[src/rtl/token_decimation_arbiter.sv]
// token_decimation_arbiter: round-robin share of one decimating token lane between N_REQ requesters
// Ports:
//   i_clk, i_rst_n             clock (rising edge), asynchronous active-low reset
//   i_en                       arbitration enable, sampled at the clock edge (IDLE <-> RUN)
//   i_req  / o_gnt             level requests / one-hot combinational grant
//   i_cfg_valid / o_cfg_ready  ratio write handshake (ready is always 1)
//   i_cfg_id, i_cfg_ratio      requester to reprogram and its new ratio K
//   o_out_token, o_out_id      registered forwarded-token pulse and its source id
//   o_busy                     FSM is in RUN
//   o_drop_cnt                 saturating dropped-token count, only with TOKEN_DROP_CNT_EN defined
module token_decimation_arbiter #(
  parameter int N_REQ = 4,
  parameter int CNT_W = 4,
  parameter int ID_W  = $clog2(N_REQ)
) (
  input  logic             i_clk,
  input  logic             i_rst_n,
  input  logic             i_en,
  input  logic [N_REQ-1:0] i_req,
  output logic [N_REQ-1:0] o_gnt,
  input  logic             i_cfg_valid,
  output logic             o_cfg_ready,
  input  logic [ID_W-1:0]  i_cfg_id,
  input  logic [CNT_W-1:0] i_cfg_ratio,
`ifdef TOKEN_DROP_CNT_EN
  output logic [15:0]      o_drop_cnt,
`endif
  output logic             o_out_token,
  output logic [ID_W-1:0]  o_out_id,
  output logic             o_busy
);
  typedef enum logic {S_IDLE, S_RUN} state_t;
  state_t           r_state, w_state_nxt;
  logic [ID_W-1:0]  r_rr, w_gid;
  logic [CNT_W-1:0] r_ratio [N_REQ];
  logic [CNT_W-1:0] r_cnt [N_REQ];
  logic [CNT_W-1:0] w_k, w_c;
  logic [N_REQ-1:0] w_elig;
  logic             w_hit, w_fwd, w_cfg_ok;

  assign o_cfg_ready = 1'b1;
  assign o_busy      = r_state == S_RUN;
  assign w_cfg_ok    = i_cfg_valid && int'(i_cfg_id) < N_REQ;

  always_comb begin
    w_state_nxt = i_en ? S_RUN : S_IDLE;
  end

  // the requester being reconfigured sits out this cycle so its count never sees a stale ratio
  always_comb begin
    for (int i = 0; i < N_REQ; i++)
      w_elig[i] = i_req[i] && !(w_cfg_ok && int'(i_cfg_id) == i);
  end

  always_comb begin
    w_hit = 1'b0;
    w_gid = '0;
    for (int k = 0; k < N_REQ; k++)
      if (!w_hit && r_state == S_RUN && w_elig[(int'(r_rr) + k) % N_REQ]) begin
        w_hit = 1'b1;
        w_gid = ID_W'((int'(r_rr) + k) % N_REQ);
      end
  end

  assign o_gnt = w_hit ? (N_REQ'(1) << w_gid) : '0;
  assign w_k   = r_ratio[w_gid];
  assign w_c   = r_cnt[w_gid];
  // K=0 never forwards, K=1 always, K>=2 on the K-th token
  assign w_fwd = w_hit && (w_k == CNT_W'(1) || (w_k >= CNT_W'(2) && w_c == w_k - CNT_W'(1)));

  always_ff @(posedge i_clk or negedge i_rst_n) begin
    if (!i_rst_n) begin
      r_state     <= S_IDLE;
      r_rr        <= '0;
      o_out_token <= 1'b0;
      o_out_id    <= '0;
      for (int i = 0; i < N_REQ; i++) begin
        r_ratio[i] <= CNT_W'(2);
        r_cnt[i]   <= '0;
      end
    end else begin
      r_state     <= w_state_nxt;
      o_out_token <= w_fwd;
      if (w_fwd) o_out_id <= w_gid;
      if (w_hit) begin
        r_rr <= (int'(w_gid) == N_REQ - 1) ? '0 : w_gid + ID_W'(1);
        if (w_k != '0) r_cnt[w_gid] <= w_fwd ? '0 : w_c + CNT_W'(1);
      end
      if (w_cfg_ok) begin
        r_ratio[i_cfg_id] <= i_cfg_ratio;
        r_cnt[i_cfg_id]   <= '0;
      end
    end
  end

`ifdef TOKEN_DROP_CNT_EN
  always_ff @(posedge i_clk or negedge i_rst_n) begin
    if (!i_rst_n) o_drop_cnt <= '0;
    else if (w_cfg_ok) o_drop_cnt <= '0;
    else if (w_hit && !w_fwd && o_drop_cnt != 16'hFFFF) o_drop_cnt <= o_drop_cnt + 16'd1;
  end
`endif
endmodule

[config.mk]
export PLATFORM = sky130hd
export DESIGN_NAME = token_decimation_arbiter
export DESIGN_NICKNAME = d
export VERILOG_FILES = /design/src/rtl/token_decimation_arbiter.sv
export SDC_FILE = /design/constraint.sdc
export NUM_CORES = 1
export LEC_CHECK = 0
export BUFFER_PORTS_ARGS = -buffer_cell sky130_fd_sc_hd__buf_2
export CAP_MARGIN = 20
export CORE_ASPECT_RATIO = 0.5
export CORE_MARGIN = 3
export CORE_UTILIZATION = 59
export DETAILED_ROUTE_END_ITERATION = 8
export HOLD_SLACK_MARGIN = 0.03
export MAX_ROUTING_LAYER = met4
export PLACE_DENSITY = 0.78
export RECOVER_POWER = 100
export SLEW_MARGIN = 20
export SYNTH_ARGS = -nofsm -noshare
export SYNTH_HDL_FRONTEND = slang
export SYNTH_SLANG_ARGS = --single-unit
[constraint.sdc]
create_clock -name i_clk -period 5.2 [get_ports i_clk]
set_input_delay 0.52 -clock i_clk [delete_from_list [all_inputs] [get_ports i_clk]]
set_output_delay 0.52 -clock i_clk [all_outputs]
set_load 0.05 [all_outputs]
# --- Word level (Yosys, flattened, before mapping) ---
# Index checks and enable logic that the tools add are counted.
# W data, S select, Z words.
word_totals:
  reg_bits: 38
  elab_cells: 111
classes:
  add_sub_neg: 6
  magnitude_cmp: 9
  n_eq_ne: 6
  shifts: 1
  muxes: 38
  n_bitwise: 7
  n_reduce_logical: 32
op_table:
  columns: ["op", "n"]
  rows:
  - ["$mux W16", 3]
  - ["$bwmux W16", 2]
  - ["$mux W4", 8]
  - ["$logic_and A1 B1 Y1", 19]
  - ["$and A16 B16 Y16", 1]
  - ["$bmux W4 S2", 2]
  - ["$demux W4 S2", 2]
  - ["$not A16 Y16", 1]
  - ["$lt A3 B4 Y1 const B", 3]
  - ["$mux W1", 12]
  - ["$mux W2", 5]
  - ["$bmux W1 S2", 4]
  - ["$logic_not A1 Y1", 7]
  - ["$ge A3 B3 Y1 const B", 2]
  - ["$lt A3 B1 Y1 const B", 2]
  - ["$not A2 Y3", 2]
  - ["$reduce_or A2 Y1", 3]
  - ["$add A2 B1 Y2 const B", 2]
  - ["$add A2 B2 Y2 const B", 2]
  - ["$add A4 B1 Y4 const B", 1]
  - ["$eq A2 B1 Y1 const B", 2]
  - ["$eq A2 B2 Y1 const B", 2]
  - ["$eq A4 B1 Y1 const B", 1]
  - ["$eq A4 B4 Y1", 1]
  - ["other kinds (8)", 10]

# --- Logic depth before layout (Yosys ltp) ---
# Gate-level depths: netlist of the first run.
logic_depth:
  word_depth: 35
  mapped_depth: 18

# --- Least setup slack after synthesis of the first run ---
# OpenSTA, ideal clock, no wires.
synth_path:
  path_type: "input to register"
  start: "in i_cfg_id[0]"
  end: "reg o_out_id[0]"
  setup_ns: 0.128
  arrival_time_ns: 4.460
  path_slack_ns: 0.613
  path_stages: 18
  path_buffers: 1
  path_cell_list: "buf_2 -> xor2_1 -> o221a_2 -> o31a_1 -> o311ai_2 -> o21ai_2 -> inv_2 -> mux4_2 -> inv_1 -> ha_1 -> xnor2_1 -> nand3_1 -> mux2_2 -> nand3_1 -> xor2_1 -> a2111oi_4 -> o21a_1 -> mux2_1"
synth_via:
  elab_chain_len: 29
  word_cells_on_any_way: 59
synth_rtl:
  columns: ["item", "line", "text"]
  rows:
  - ["start, declared", "23", "input logic [ID_W-1:0] i_cfg_id,"]
  - ["$eq A2 B2 Y1 (tied with other cells)", "52", "w_elig[i] = i_req[i] && !(w_cfg_ok && int'(i_cfg_id) == i);"]
  - ["$logic_and A1 B1 Y1", "52", null]
  - ["$logic_not A1 Y1", "52", null]
  - ["$logic_and A1 B1 Y1", "52", null]
  - ["$bmux W1 S2", "59", "if (!w_hit && r_state == S_RUN && w_elig[(int'(r_rr) + k) % N_REQ]) begin"]
  - ["$mux W1 (implied by the code)", "59", null]
  - ["$logic_and A1 B1 Y1", "59", null]
  - ["$mux W1", "59", null]
  - ["[... 13 more ...]", null, null]
  - ["$bmux W4 S2", "66", "assign w_k = r_ratio[w_gid];"]
  - ["$mux W4 (implied by the code) (2 in series)", "66", null]
  - ["$sub A4 B1 Y4", "69", "assign w_fwd = w_hit && (w_k == CNT_W'(1) || (w_k >= CNT_W'(2) && w_c == w_k - CNT_W'(1)));"]
  - ["$eq A4 B4 Y1", "69", null]
  - ["$logic_and A1 B1 Y1", "69", null]
  - ["$logic_or A1 B1 Y1", "69", null]
  - ["$logic_and A1 B1 Y1 (*)", "69", null]
  - ["named net w_fwd", "39", "logic w_hit, w_fwd, w_cfg_ok;"]
  - ["end signal, assigned", "84", "if (w_fwd) o_out_id <= w_gid;"]
  - ["end, declared", "29", "output logic [ID_W-1:0] o_out_id,"]
# Mark *: on every way through the listed nets, which the timed path passes. The rest lies on a longest branch. The select of a mux whose other input is x is not followed.
# A chain may end at the register's enable or synchronous reset.

# --- Final worst setup path of the first run ---
layout_path:
  start: "reg r_rr[0]"
  end: "reg o_out_id[1]"
layout_via:
  elab_chain_len: 25
  word_cells_on_any_way: 46
layout_rtl:
  columns: ["item", "line", "text"]
  rows:
  - ["start, declared", "34", "logic [ID_W-1:0] r_rr, w_gid;"]
  - ["start signal, assigned", "86", "r_rr <= (int'(w_gid) == N_REQ - 1) ? '0 : w_gid + ID_W'(1);"]
  - ["parallel branches: the longest is 24 deep, another holds $add A2 B1 Y2", null, null]
  - ["$logic_and A1 B1 Y1 (*)", "69", null]
  - ["named net w_fwd", "39", null]
# Mark *: on every way through the listed nets, which the timed path passes. The select of a mux whose other input is x is not followed.

==> results.toml, run 1 <==
[finish]
stdcell_count = 316
drive_above_1_share_pct = 22.5
nFillCells = 296
areaGrowthSynthToFinish_pct = 10.2
nets = 283
insertedDiodeCount = 0

[synth]
syn_area_um2 = 2490
synthFlopType = "dfrtp_1"
synth_top_area_cell = "dfrtp_1"
synthArstFlopShare_pct = 100
synth_seq_cells = 38
ys_warn_count = 0
synth.most_common_cell = "dfrtp_1"
synth_enable_flop_cells = 0
synth_commonest_cells = "34 x dfrtp_1, 20 x mux2_2, 20 x nand2_1"
syn_avg_cell_area_um2 = 10.6
synth_nets = 258
synthDominantCellAreaShare_pct = 34.1
yosysUniqueCellTypes = 52
synth_area_leaders = "dfrtp_1 34%, mux2_2 9.0%, a22o_1 5.6%"
seq_area_frac_synth_pct = 38.4
syn_inst = 236

[drt]
drtIter0Drc = 164
wl_per_cell_um = 20.0
dr.pass1.iters = 5
drc = 0
antenna_left = 0
num_vias = 2014
wl_um = 6310
routed_via_density = 6.37

[sta]
final_hold_viol_count = 0
setup_viol = 0
finalCritPeriodShare_pct = 93.5
rsz0062_at_grt = "false"
fin_setup_tns_ns = 0
tightest_slew_ns = 1.97
max_slew_margin_pct = -31.3
fin_skew_ns = 0.00637
slew_viol_final = 39
final.min_clock_period_ns = 4.86
fmax_ghz = 0.206

[worst_setup_path]
path_class = "reg2reg"
cp-start-kind = "flop"
r2r-start = "r_rr[0]"
startpoint = "r_rr[0]"
cp_data_required_time_ns = 5.37
critPathArrivalTime_ns = 5.03
end_kind = "flop"
crit_fanout = 15

[placement]
finalWeightedCongestion = 0.940
hpwl_um = 4700
placedCellCount = 308
portBuffers = 21

[clock_tree]
numCtsBuffers = 5
htreeDepth = 2
clock-root-buffer = "clkbuf_8"
cts_tree = "yes"
cts_buffer_depth = 2
cts.clk_slew.worst_paths_ns = 0.07
cts_num_sinks = 38
clk_latency_ns = 0.29
hold_buffers = 0

[die]
initial_core_util_pct = 62.6
die_y_um = 52.0
std_cell_rows = 16
die-width_um = 97.9
core-area_um2 = 3980
ios = 23
die-area_um2 = 5090

[global_routing]
grt_util_all_layers_pct = 27.2
grt_pass1_vias = 1962
antenna_found_initial = 0
grt_pass1_wl_um = 10200
overflow = 0
grt_max_degree = 39

[power_and_ir_drop]
power_density_nw_per_um2 = 632
power.total_mw = 1.74
vdd_drop_max_mv = 0.345
p_leak_nw = 1.19

[outcome]
status = "finished, violations left"
violations = "max-capacitance violations, max-slew violations"

[min_path]
hold_start = "i_en"
hp-class = "in2reg"

[flow_run]
cap_violations = 1
==> flip-flops by register name, indices dropped and copies added, names as in the netlist <==
name / count
o_out_id: 2
r_cnt: 16
o_busy: 1
r_rr: 2
r_ratio: 16
o_out_token: 1
==> final timing paths <==
kind | depth (start not counted) | slack, ns | to
setup / recovery | 17 | 0.34 | o_out_id[1]
hold / removal | 1 | 0.34 | o_busy
setup reg to reg | 17 | 0.34 | o_out_id[1]
hold reg to reg | 1 | 0.51 | r_cnt[2]
max in group asynchronous | 1 | 3.16 | r_rr[0]
min in group asynchronous | 1 | 0.77 | r_cnt[0]
==> power by group <==
| part | total, mW | leakage, nW | internal, mW | switching [mW] |
|---|---|---|---|---|
| combinational | 1.01 | 0.662 | 0.395 | 0.614 |
| sequential | 0.467 | 0.472 | 0.384 | 0.0826 |
| clock | 0.259 | 0.0585 | 0.156 | 0.103 |
| total | 1.74 | 1.19 | 0.935 | 0.800 |
==> worst max-delay path: stages (launching register included) <==
cell       delay (ns)
dfrtp_2          0.50
buf_4            0.22
nor2b_1          0.22
o22a_1           0.28
o22a_1           0.20
o2111ai_1        0.27
nand2_1          0.24
clkbuf_1         0.64
inv_2            0.26
nand2_1          0.14
nand2_1          0.05
a21oi_1          0.19
inv_1            0.11
xnor2_1          0.14
a21o_1           0.20
a2111oi_4        0.45
o21a_1           0.27
mux2_1           0.35
==> cells in the final DEF (no fill, tap or decap), types with 3 or more instances in the layout <==
cell	instances
nor4_1	4
mux2_2	19
buf_2	12
nor2_1	8
clkbuf_1	13
mux2_1	4
dfstp_2	4
nand2b_1	4
xnor2_1	7
a22o_1	16
nand3_1	5
nand2_1	20
a21oi_1	6
buf_4	5
clkbuf_8	6
inv_1	4
o2111ai_1	3
a21boi_0	5
a31oi_1	3
dfrtp_1	33
and3_1	3
o21ai_0	6
a211oi_1	6
and2_1	7
xor2_1	7
mux2i_1	4
ha_1	8
==> kinds of logic (layout without fill, tap and decap cells) <==
group / after synthesis / after routing / share of synthesized area [%]
compound gates: 66 / 66 / 21.4
xor+xnor: 14 / 14 / 4.92
fa+ha+maj: 8 / 8 / 4.02
buf+inv: 17 / 43 / 3.31
flops: 38 / 38 / 38.4
mux: 29 / 29 / 13.8
other cells: 1 / 1 / 0.150
simple gates: 63 / 63 / 14.0
==> area by class of cell <==
| class | count | area, um2 | share of cell area, % |
|---|---|---|---|
| clock buffers | 7 | 86.3 | 3.14 |
| clock inverters | 1 | 30.0 | 1.09 |
| inverters | 6 | 22.5 | 0.820 |
| multi-input cells | 181 | 1440 | 52.5 |
| flip-flops and latches | 38 | 957 | 34.8 |
| well taps | 54 | 67.6 | 2.46 |
| repair buffers | 29 | 143 | 5.19 |
==> per-layer routing <==
layer | vias up | part of all wire, % | wire length, um | global-route usage, %
met5 | - | 0 | 0 | -
met4 | 0 | 0.94 | 59 | 7.59
met3 | 9 | 7.5 | 476 | 4.95
met2 | 93 | 43 | 2710 | 39.9
met1 | 978 | 49 | 3060 | 38.8
li1 | 934 | - | - | -
==> stage by stage <==
| step | setup slack, ns | hold slack (ns) | util [%] | cell area, um2 |
|---|---|---|---|---|
| 4_1_cts | 0.315 | 0.336 | 69.8 | 2780 |
| 2_1_floorplan | 0.613 | 0.224 | - | 2490 |
| 6_report | 0.340 | 0.338 | 69.0 | 2750 |
| 3_3_place_gp | 0.407 | 0.478 | 66.9 | 2670 |
| 3_5_place_dp | 0.212 | 0.483 | 66.9 | 2670 |
| 5_1_grt | 0.0823 | 0.337 | 69.0 | 2750 |
==> what timing repair did <==
action                                  4_1_cts  5_1_grt
buffers inserted                              0        0
gates resized for setup                       0        1
endpoints found under the setup margin        0        2
No activity file was read; power rests on OpenSTA's default activity.
==> run 2, diff against run 1 <==
- REMOVE_ABC_BUFFERS: unset -> 1
==> results.toml, run 2 (synthesized netlist as in run 1, its figures left out) <==
[clock_tree]
cts_resized = 0
cts_tree = "yes"
cts_buffer_depth = 2
clk_latency_ns = 0.29
post-cts-setup-buffer-count = 0
numCtsBuffers = 5
hold_buffers = 0
clock-root-buffer = "clkbuf_8"
cts_num_sinks = 38
cts.clk_slew.worst_paths_ns = 0.08
htreeDepth = 2

[worst_setup_path]
cp_data_required_time_ns = 5.38
crit_family = "compound AO/OA/AOI/OAI gates"
critPathMaxStageDelay_ns = 0.56
crit_fanout = 9
cp_cell_sequence = "clkbuf_1, nand3_1, clkbuf_1, o21ai_0, o22ai_1, a21oi_1, o21ai_2, inv_2, mux4_2, inv_1, ha_1, xnor2_1, nand3_1, mux2_2, nand3_1, xor2_1, a2111oi_4, o21a_1, mux2_1"
cp_common_cell = "nand3_1"
critPathArrivalTime_ns = 4.99
end_kind = "flop"
critPathSlowestCell = "mux4_2"
cp-start-kind = "primary input"
path_class = "in2reg"
critical_path_buf_inv_count = 4

[die]
std_cell_rows = 16
core-area_um2 = 3980
die_y_um = 52.0
die-area_um2 = 5090
ios = 23
initial_core_util_pct = 62.6
die-width_um = 97.9

[sta]
slew_viol_final = 39
fin_setup_tns_ns = 0
setup_viol = 0
fmax_ghz = 0.208
finalCritPeriodShare_pct = 92.6
final.min_clock_period_ns = 4.82
fin_skew_ns = 0.00618
final_hold_viol_count = 0
tightest_slew_ns = 2.00
max_slew_margin_pct = -33.2
holdWs_ns = 0.338
rsz0062_at_grt = "false"

[power_and_ir_drop]
p_leak_nw = 1.19
vdd_drop_max_mv = 0.269
power_density_nw_per_um2 = 622

[flow_run]
cap_violations = 1

[placement]
hpwl_um = 4600
portBuffers = 21
placed_area_um2 = 2660
finalWeightedCongestion = 0.949

[outcome]
status = "finished, violations left"
violations = "max-capacitance violations, max-slew violations"

[finish]
largestRegisters = "r_cnt (16), r_ratio (16)"
fin_area_um2 = 2750
drive_above_1_share_pct = 22.7
nFillCells = 304
layout_commonest_cell = "dfrtp_1"
insertedDiodeCount = 0
nets = 282
final_cell_mix = "34 x dfrtp_1, 20 x nand2_1, 20 x mux2_2"
areaGrowthSynthToFinish_pct = 10.3

[drt]
dr.pass1.iters = 4
num_vias = 1995
routed_via_density = 6.35
drtIter0Drc = 111
drc = 0
wl_per_cell_um = 19.3
antenna_left = 0
wl_um = 6070

[global_routing]
grt_util_all_layers_pct = 26.0
grt_pass1_wl_um = 9880
overflow = 0
antenna_found_initial = 0
grt_pass1_vias = 1971
grt_max_degree = 39

[min_path]
hp-class = "in2reg"
[run 2: path summary, 6_finish.rpt]
path	slack [ns]	cells past startpoint	start	endpoint
setup reg to reg	0.44	18	r_rr[0]	o_out_id[1]
setup / recovery	0.38	19	i_cfg_id[0]	o_out_id[1]
hold / removal	0.34	1	i_en	o_busy
hold reg to reg	0.49	1	o_out_id[0]	o_out_id[0]
max in group asynchronous	3.27	1	i_rst_n	r_ratio[11]
min in group asynchronous	0.79	1	i_rst_n	o_busy
[run 2: final cells by class]
type,count,area (um2),area share [%]
Inverter,6,22.5,0.819
Sequential cell,38,956,34.8
Multi-Input combinational cell,181,1450,52.9
Clock buffer,6,82.6,3.00
Tap cell,54,67.6,2.46
Clock inverter,1,30.0,1.09
Timing Repair Buffer,28,136,4.96
[run 2: report_power, final]
part           internal, mW  switching (mW)
registers             0.384          0.0755
logic                 0.390           0.603
clock network         0.153           0.103
[run 2: layer usage]
metal  track usage, %  up-vias  share of wire [%]
met3             5.76       12                6.9
met2             40.0       83                 44
li1                 -      930                  -
met4             8.28        0                1.7
met5                -        -                  0
met1             34.9      970                 47
[run 2: per-stage QoR]
step	power (mW)	worst slack (ns)	instances	utilization (%)
final	1.71	0.385	314	69.0
after global routing	1.82	0.0879	314	69.0
after CTS	1.71	0.496	314	69.5
after detailed placement	1.44	0.295	307	66.7
after global placement	1.42	0.478	307	66.7
after floorplan	1.20	0.325	225	-
==> run 3, diff against run 2 <==
- CORE_UTILIZATION: 59 -> 64
- PLACE_DENSITY: 0.78 -> 0.84
- clock period: 5.2 -> 5.9 ns (I/O delays scaled with it)
==> results.toml, run 3 (synthesized netlist as in run 1, its figures left out) <==
[outcome]
status = "finished, violations left"
violations = "max-capacitance violations, max-slew violations"

[global_routing]
grt_max_degree = 39
antenna_found_initial = 0
grt_util_all_layers_pct = 30.3
grt_pass1_wl_um = 10500
overflow = 0
grt_pass1_vias = 2106

[worst_setup_path]
path_class = "in2reg"
crit_fanout = 14
critPathMaxStageDelay_ns = 0.55
end_kind = "flop"
cp_cell_sequence = "clkbuf_1, nand3_1, clkbuf_1, o21ai_0, o22ai_1, a21oi_1, o21ai_2, inv_2, mux4_2, inv_1, ha_1, xnor2_1, nand3_1, mux2_2, nand3_1, xor2_1, a2111oi_4, o21a_1, mux2_1"
cp-start-kind = "primary input"
critPathSlowestCell = "mux4_2"
cp_common_cell = "nand3_1"
r2r-end = "o_out_id[0]"
cp_data_required_time_ns = 6.08
worst-r2r-cell-count = 17
r2r-start = "r_rr[0]"
ff2ff_setup_slack_ns = 0.58
critPathArrivalTime_ns = 5.57

[finish]
nFillCells = 250
drive_above_1_share_pct = 21.7
fin_area_um2 = 2720
areaGrowthSynthToFinish_pct = 8.99
largestRegisters = "r_cnt (16), r_ratio (16)"
final_cell_mix = "34 x dfrtp_1, 20 x nand2_1, 20 x mux2_2"
nets = 279
layout_commonest_cell = "dfrtp_1"
insertedDiodeCount = 0

[drt]
num_vias = 2073
drc = 0
wl_um = 6150
dr.pass1.iters = 5
antenna_left = 0
wl_per_cell_um = 19.9
routed_via_density = 6.71
drtIter0Drc = 185

[clock_tree]
post-cts-setup-buffer-count = 0
cts_resized = 0
cts.clk_slew.worst_paths_ns = 0.07
cts_buffer_depth = 2
cts_num_sinks = 38
clock-root-buffer = "clkbuf_8"
clk_latency_ns = 0.30
htreeDepth = 2
numCtsBuffers = 5
hold_buffers = 0
cts_tree = "yes"

[die]
std_cell_rows = 15
die-width_um = 94.3
ios = 23
core-area_um2 = 3580
die-area_um2 = 4720
die_y_um = 50.1
initial_core_util_pct = 69.5

[placement]
portBuffers = 21
finalWeightedCongestion = 0.923
hpwl_um = 4530
placed_area_um2 = 2630

[power_and_ir_drop]
p_leak_nw = 1.17
power.total_mw = 1.49
netSwitchingPower_mw = 0.696
pwr-share-seq_pct = 27.3
comb_power_share_pct = 58.1
p_sw_share_pct = 46.7
p_int_mw = 0.795
power_frac_clock_pct = 14.6
vdd_drop_max_mv = 0.259
power_density_nw_per_um2 = 549

[sta]
fin_setup_tns_ns = 0
fmax_ghz = 0.186
max_slew_margin_pct = -33.3
finalCritPeriodShare_pct = 91.3
slew_viol_final = 39
setup_viol = 0
rsz0062_at_grt = "false"
tightest_slew_ns = 2.00
final.min_clock_period_ns = 5.39
fin_skew_ns = 0.00218
final_hold_viol_count = 0

[min_path]
hold_end = "o_busy"
worstHoldPathCells = 1
hold_start = "i_en"
hp-class = "in2reg"

[flow_run]
cap_violations = 1
## run 3: final cells by class
type / count / area (um2) / area share [%]
clock inverters: 3 / 40.0 / 1.47
repair buffers: 25 / 111 / 4.10
clock buffers: 5 / 68.8 / 2.53
flip-flops and latches: 38 / 956 / 35.2
well taps: 51 / 63.8 / 2.35
multi-input cells: 181 / 1450 / 53.5
inverters: 6 / 22.5 / 0.829
## run 3: how the worst max path moves through the flow
stage	start	to	cells past startpoint
2_1_floorplan	r_rr[0]	o_out_id[1]	17
3_3_place_gp	i_cfg_id[0]	o_out_id[1]	18
3_5_place_dp	i_cfg_id[0]	o_out_id[0]	18
4_1_cts	r_rr[0]	o_out_id[0]	17
5_1_grt	i_cfg_id[0]	o_out_id[0]	19
6_report	i_cfg_id[0]	o_out_id[0]	19
## run 3: critical path, delay by kind of cell
| family | cells | cell delay (ns) |
|---|---|---|
| compound gates | 6 | 1.86 |
| fa+ha+maj | 1 | 0.29 |
| mux | 3 | 1.19 |
| buf+inv | 4 | 1.02 |
| xor+xnor | 2 | 0.26 |
| simple gates | 3 | 0.34 |
## run 3: power groups by stage
stage | Clock, mW | Sequential [mW] | Combinational (mW)
floorplan | 0 | 0.415 | 0.640
global placement | 0 | 0.407 | 0.820
detailed placement | 0 | 0.409 | 0.848
CTS | 0.220 | 0.405 | 0.859
global route | 0.232 | 0.417 | 0.944
finish | 0.218 | 0.407 | 0.867
## run 3: through the flow
step | util [%] | worst slack [ns] | hold slack (ns) | std cells
final | 75.8 | 0.514 | 0.393 | 309
after global routing | 75.8 | 0.108 | 0.393 | 309
after CTS | 76.4 | 0.650 | 0.393 | 309
after floorplan | - | 1.03 | 0.294 | 225
after global placement | 73.4 | 0.690 | 0.476 | 301
after detailed placement | 73.4 | 0.527 | 0.483 | 301
## run 3: routing by layer
layer  share of wire [%]  global-route usage (%)  vias to the layer above
met3                  10                    7.16                       12
met1                  43                    39.7                     1017
met5                   0                       -                        -
met2                  45                    46.5                      114
li1                    -                       -                      930
met4                 1.5                    10.3                        0
